===== src/rtl/rx_sr.sv =====
// rx_sr: assembles NUM_WORDS input words into one block, shifting each word in MSW-first.
// Define RX_SR_DROP_ERR_EN to add the sticky drop_err output, set when clear flushes data.
//
// state   | meaning
// FILL    | collecting words, block_valid=0
// FULL    | complete block held on data_out, block_valid=1
module rx_sr #(
    parameter int WORD_BITS = 32,
    parameter int NUM_WORDS = 4
) (
    input  logic                           clk,
    input  logic                           n_rst,
    input  logic                           clear,
    input  logic [WORD_BITS-1:0]           data_in,
    input  logic                           word_valid,
    output logic                           word_ready,
    output logic [WORD_BITS*NUM_WORDS-1:0] data_out,
    output logic                           block_valid,
    input  logic                           block_ready,
    output logic [4:0]                     word_count
`ifdef RX_SR_DROP_ERR_EN
    ,
    output logic                           drop_err
`endif
);

    localparam int TOTAL_BITS = WORD_BITS * NUM_WORDS;
    localparam logic [0:0] ST_FILL = 1'b0;
    localparam logic [0:0] ST_FULL = 1'b1;
    localparam logic [4:0] LAST_CNT = 5'(NUM_WORDS - 1);

    logic [0:0]            state;
    logic                  accept;
    logic [TOTAL_BITS-1:0] shifted;

    assign block_valid = (state == ST_FULL);
    assign word_ready  = !block_valid | block_ready;
    assign accept      = word_valid & word_ready;
    assign shifted     = {data_out[TOTAL_BITS-WORD_BITS-1:0], data_in};

    always_ff @(posedge clk or negedge n_rst) begin
        if (!n_rst) begin
            state      <= ST_FILL;
            data_out   <= '0;
            word_count <= '0;
        end else if (clear) begin
            state      <= ST_FILL;
            data_out   <= '0;
            word_count <= '0;
        end else begin
            case (state)
                ST_FILL: begin
                    if (accept) begin
                        data_out <= shifted;
                        if (word_count == LAST_CNT) begin
                            word_count <= '0;
                            state      <= ST_FULL;
                        end else begin
                            word_count <= word_count + 5'd1;
                        end
                    end
                end
                default: begin
                    // Release and, if a word is waiting, take it as word 1 of the next block.
                    if (block_ready) begin
                        state <= ST_FILL;
                        if (word_valid) begin
                            data_out   <= shifted;
                            word_count <= 5'd1;
                        end else begin
                            word_count <= '0;
                        end
                    end
                end
            endcase
        end
    end

`ifdef RX_SR_DROP_ERR_EN
    always_ff @(posedge clk or negedge n_rst) begin
        if (!n_rst) begin
            drop_err <= 1'b0;
        end else if (clear && ((word_count != 5'd0) || block_valid)) begin
            drop_err <= 1'b1;
        end
    end
`endif

endmodule


===== config.mk =====
export PLATFORM = sky130hd
export DESIGN_NAME = rx_sr
export DESIGN_NICKNAME = d
export VERILOG_FILES = /design/src/rtl/rx_sr.sv
export SDC_FILE = /design/constraint.sdc
export NUM_CORES = 1
export LEC_CHECK = 0
export CORE_ASPECT_RATIO = 1.25
export CORE_MARGIN = 10
export CORE_UTILIZATION = 45
export CTS_CLUSTER_DIAMETER = 50
export CTS_CLUSTER_SIZE = 8
export DETAILED_ROUTE_END_ITERATION = 8
export PLACE_DENSITY = 0.91
export SLEW_MARGIN = 10
export SYNTH_ARGS = -nofsm -noshare
export SYNTH_HDL_FRONTEND = slang
export SYNTH_SLANG_ARGS = --single-unit

===== constraint.sdc =====
create_clock -name clk -period 1.8 [get_ports clk]
set_input_delay 0.36 -clock clk [delete_from_list [all_inputs] [get_ports clk]]
set_output_delay 0.36 -clock clk [all_outputs]
set_load 0.005 [all_outputs]

# Yosys cells after proc, flatten, opt, wreduce, memory -nomap -nowiden
# Cells that the tools add are included.
[op_classes]
n_reduce_logical = 4
n_eq_ne = 3
muxes = 16
add_sub_neg = 1
bitwise = 2
[ops]
columns = ["op", "count"]
rows = [
  ["2-to-1 mux 128 bit", 5],
  ["2-to-1 mux 5 bit", 5],
  ["2-to-1 mux 1 bit", 6],
  ["!= test 3 bit (second input constant)", 2],
  ["adder 5 x 1 -> 5 bit (second input constant)", 1],
  ["equality test 5 x 2 -> 1 bit (second input constant)", 1],
  ["AND reduction 3 bit", 1],
  ["nonzero test 3 bit", 1],
  ["AND reduction 2 bit", 1],
  ["bitwise AND 1 bit", 1],
  ["logical NOT 1 bit", 1],
  ["bitwise OR 1 bit", 1],
]
[word_totals]
output_inout_bits = 135
regBits = 134
wordCells = 29
input_bits = 37

# Longest topological paths before layout
[logic_depth]
ltp_word = 6
mapped_depth = 5

# Least setup slack after synthesis
# No wires, ideal clock.
[synth_path]
path_kind = "reg2reg"
startpoint = "register word_count[0]"
endpoint = "register word_count[2]"
path_buffers = 0
slack_ns = 0.382
arrival_ns = 1.352
path_stages_with_launch = 5
setup_ns = 0.066
cell_sequence = "dfrtp_1 -> ha_1 -> nor4b_4 -> nor4_1 -> a22o_1"
[synth_between]
elab_chain_cells = 5
elab_cells_between_ends = 6
classes_between = "add/sub (1); eq/ne (1); mux (4)"
[synth_lines]
columns = ["item", "line", "rtl"]
rows = [
  ["from (decl)", "20", "output logic [4:0] word_count"],
  ["from (signal assigned)", "59", "word_count <= word_count + 5'd1;"],
  ["adder 5 x 1 -> 5 bit or equality test 5 x 2 -> 1 bit (tied branches)", "59, 55", ""],
  ["2-to-1 mux 5 bit *", "55", "if (word_count == LAST_CNT) begin"],
  ["2-to-1 mux 5 bit *", "53", "if (accept) begin"],
  ["2-to-1 mux 5 bit *", "51", "case (state)"],
  ["2-to-1 mux 5 bit *", "46", "end else if (clear) begin"],
]
# Mark *: on every way between the ends. The rest lies on a longest branch, timed or not. The select of a mux whose other input is x is not followed.
# A chain may end at the register's enable or synchronous reset.

# Worst setup path after layout
[layout_path]
startpoint = "register word_count[4]"
endpoint = "output port word_count[4]"
# No word-level cell between the ends.

==> run_summary.xml <==
<?xml version="1.0" encoding="UTF-8"?>
<metrics>
  <group name="hold_path">
    <metric name="worst_hold_path_type" unit="">input port to async pin</metric>
  </group>
  <group name="grt">
    <metric name="track_usage" unit="">0.176</metric>
    <metric name="first_global_vias" unit="">3796</metric>
    <metric name="first_pass_grt_wire_length" unit="um">21600</metric>
    <metric name="globalRoute.totalOverflow" unit="">0</metric>
    <metric name="grt_antenna_before_repair" unit="">0</metric>
    <metric name="grt_max_degree" unit="">70</metric>
  </group>
  <group name="synth">
    <metric name="synth-compound-area-share" unit="">0.246</metric>
    <metric name="yosysWarnings" unit="">0</metric>
    <metric name="ffs_latches_synth" unit="">134</metric>
    <metric name="synth_simple_gate_area_share" unit="">0.0203</metric>
    <metric name="post_synth_xor_area_fraction" unit="">0</metric>
    <metric name="synth.cell_area" unit="um2">4920</metric>
    <metric name="synth.distinct_cells" unit="">22</metric>
    <metric name="synth_top_family_by_area" unit="">compound AO/OA/AOI/OAI gates</metric>
    <metric name="syn_area_per_cell" unit="um2">15.5</metric>
    <metric name="post_synth_mux_area_share" unit="">0.00229</metric>
    <metric name="synth-seq-area-share" unit="">0.681</metric>
    <metric name="synth_fa_ha_area_frac" unit="">0.00254</metric>
    <metric name="netlist_instances" unit="">317</metric>
    <metric name="synth.net_count" unit="">355</metric>
  </group>
  <group name="finish">
    <metric name="layout-drive-gt1-share" unit="">0.0996</metric>
    <metric name="layout.core_utilization" unit="">0.694</metric>
    <metric name="stdcell_area" unit="um2">7400</metric>
    <metric name="nets" unit="">528</metric>
    <metric name="layout.cells.non_filler" unit="">634</metric>
    <metric name="areaGrowthSynthToFinish" unit="%">50.4</metric>
    <metric name="number_of_inserted_filler_cells_in_the_final_layout" unit="">720</metric>
    <metric name="insertedDiodeCount" unit="">0</metric>
  </group>
  <group name="critical_path">
    <metric name="crit_path_cell_trace" unit="">clkdlybuf4s50_1</metric>
    <metric name="worst_r2r_startpoint" unit="">word_count[0]$_DFFE_PN0P_</metric>
    <metric name="critPathMaxFanout" unit="">4</metric>
    <metric name="critPathBufInv" unit="">1</metric>
    <metric name="worst_r2r_endpoint" unit="">word_count[2]$_DFFE_PN0P_</metric>
    <metric name="cp_data_arrival_time" unit="ns">1.40</metric>
    <metric name="timing.critical_path.from_type" unit="">register</metric>
    <metric name="timing_worst_setup_path_type" unit="">register to output port</metric>
    <metric name="cpLargestDelayFamily" unit="">buffers and inverters</metric>
    <metric name="worst_path_max_delay_cell" unit="">clkdlybuf4s50_1</metric>
    <metric name="crit_path_end_kind" unit="">output port</metric>
    <metric name="slowest_delay" unit="ns">0.55</metric>
    <metric name="cp_depth" unit="">1</metric>
    <metric name="worst-r2r-setup-slack" unit="ns">0.22</metric>
    <metric name="worst-endpoint-required" unit="ns">1.44</metric>
    <metric name="worstRegToRegCells" unit="">5</metric>
  </group>
  <group name="clock_network">
    <metric name="clock_slew_at_the_register_clock_pins_of_the_worst_setup_and_hold_paths" unit="ns">0.06</metric>
    <metric name="tritoncts_clock_tree" unit="">done</metric>
    <metric name="clkLatencyLatePin" unit="ns">0.41</metric>
    <metric name="clockRootBuffer" unit="">clkbuf_16</metric>
    <metric name="cts.sinks" unit="">134</metric>
    <metric name="clock_path_buffers" unit="">2</metric>
    <metric name="tritoncts.num_buffers" unit="">17</metric>
    <metric name="htree_levels" unit="">4</metric>
  </group>
  <group name="timing">
    <metric name="rsz_0062_raised_after_global_routing" unit="">false</metric>
    <metric name="setup_slack" unit="ns">0.0407</metric>
    <metric name="finClkSkew" unit="ns">0.00590</metric>
    <metric name="hold_violations" unit="">0</metric>
    <metric name="setup-violations-final" unit="">0</metric>
    <metric name="min_period_over_period" unit="">0.977</metric>
    <metric name="max-slew-margin-rel" unit="">0.772</metric>
    <metric name="final.hold.worst_slack" unit="ns">0.410</metric>
    <metric name="min_period" unit="ns">1.76</metric>
    <metric name="slew_at_the_pin_with_the_worst_max_slew_slack" unit="ns">0.343</metric>
    <metric name="highest_clock_frequency_the_design_can_meet" unit="GHz">0.568</metric>
    <metric name="timing_max_transition_violations_final" unit="">0</metric>
  </group>
  <group name="detailed_routing">
    <metric name="initialDrtViolationCount" unit="">211</metric>
    <metric name="detailroute.via_count" unit="">3581</metric>
    <metric name="wl" unit="um">13600</metric>
    <metric name="average_vias_per_placed_instance" unit="">5.65</metric>
    <metric name="final_antenna_net_count" unit="">0</metric>
    <metric name="post-route-drc-count" unit="">0</metric>
    <metric name="drt_pass1_iterations" unit="">4</metric>
    <metric name="routed_wire_length_per_instance" unit="um">21.5</metric>
  </group>
  <group name="floorplanning">
    <metric name="core_region_area" unit="um2">10700</metric>
    <metric name="placement_rows" unit="">42</metric>
    <metric name="die_x" unit="um">114</metric>
    <metric name="die_h" unit="um">137</metric>
    <metric name="die-area" unit="um2">15500</metric>
    <metric name="io_pins" unit="">172</metric>
    <metric name="initial_core_utilization" unit="">0.461</metric>
  </group>
  <group name="status">
    <metric name="outcome" unit="">finished, final reports clean</metric>
  </group>
  <group name="job">
    <metric name="maxcap_violations" unit="">0</metric>
  </group>
  <group name="pwr">
    <metric name="power.static_leakage" unit="uW">0.00335</metric>
    <metric name="vdd_drop_max" unit="mV">0.705</metric>
    <metric name="power-per-cell-area" unit="nW/um2">1020</metric>
  </group>
  <group name="placed_design">
    <metric name="numPlacedInstances" unit="">601</metric>
    <metric name="port_buffers" unit="">171</metric>
    <metric name="place_congestion" unit="">0.781</metric>
    <metric name="dpl_cell_area" unit="um2">6730</metric>
    <metric name="preCtsSetupSlack" unit="ns">-0.142</metric>
    <metric name="dpl.hpwl" unit="um">9410</metric>
  </group>
</metrics>
[worst max-delay path by stage]
| stage | from | to | slack [ns] |
|---|---|---|---|
| 2_1_floorplan | word_count[0]$_DFFE_PN0P_ | word_count[2]$_DFFE_PN0P_ | 0.38 |
| 3_3_place_gp | block_ready | data_out[18]$_DFFE_PN0P_ | -0.07 |
| 3_5_place_dp | block_ready | data_out[22]$_DFFE_PN0P_ | -0.14 |
| 4_1_cts | word_count[4]$_DFFE_PN0P_ | word_count[4] | 0.02 |
| 5_1_grt | word_count[2]$_DFFE_PN0P_ | word_count[2] | 0.002 |
| 6_report | word_count[4]$_DFFE_PN0P_ | word_count[4] | 0.04 |
[sequential cells by signal (all words and copies together), names as in the netlist]
signal and flops:
data_out 128, word_count 5, block_valid 1
[per-stage QoR]
stage               setup TNS [ns]  power [uW]
CTS                              0        7580
floorplan                        0        3420
finish                           0        7510
global route                     0        7760
detailed placement          -11.19        3790
global placement             -7.03        3770
[metal layers]
| layer | vias to the layer above | global-route usage | wire, um |
|---|---|---|---|
| met3 | 20 | 0.0784 | 1080 |
| met4 | 0 | 0.0657 | 280 |
| met5 | - | 0 | 0 |
| met2 | 140 | 0.297 | 7240 |
| met1 | 1834 | 0.191 | 5020 |
| li1 | 1587 | - | - |
[cell families after synthesis]
family	Yosys count
AOI/OAI and AO/OA	139
DFF	134
buffers and inverters	30
and+or+nand+nor	12
muxes	1
adders and majority gates	1
[placed cells by master, fill, tap and decap left out, types with 3 or more instances in the layout]
cell	netlist	final
clkinv_4	0	4
clkdlybuf4s50_1	0	169
a22o_1	133	133
dfrtp_2	0	3
clkbuf_16	0	17
buf_12	0	6
nor2b_1	3	3
bufinv_16	0	5
dfrtp_1	134	131
buf_4	4	5
[cell usage after synthesis]
library cell	number	area (um2)
a21oi_1	1	5.00
a21oi_2	1	8.76
a22o_1	133	1160
and3_1	2	12.5
buf_2	13	65.1
buf_4	4	30.0
buf_6	12	135
dfrtp_1	134	3350
ha_1	1	12.5
inv_1	1	3.75
mux2_2	1	11.3
nand2b_2	1	8.76
nand3b_1	1	7.51
nor2_1	1	3.75
nor2b_1	3	18.8
nor3b_2	1	12.5
nor4_1	1	6.26
nor4b_4	1	23.8
o21bai_1	1	7.51
o22ai_1	1	6.26
o32ai_1	2	17.5
or2_2	1	6.26
[layout make-up]
type                    instances  area (um2)  area share
clock inverters                11         200      0.0271
inverters                       1        3.75    0.000507
repair buffers                183        1880       0.254
well taps                     132         165      0.0223
multi-input cells             153        1350       0.182
clock buffers                  20         447      0.0604
flip-flops and latches        134        3360       0.454
[report_power, final]
group / switching, uW / total (uW) / internal (uW)
Combinational: 253 / 564 / 312
Clock: 1280 / 3770 / 2500
Sequential: 76.0 / 3170 / 3100
[what timing repair did]
action,in CTS,in global routing
buffers inserted,1,0
setup endpoints to repair,3,0
hold endpoints to repair,34,0
resized for setup,4,0
hold buffers,1,0
(Power assumes the default switching activity.)
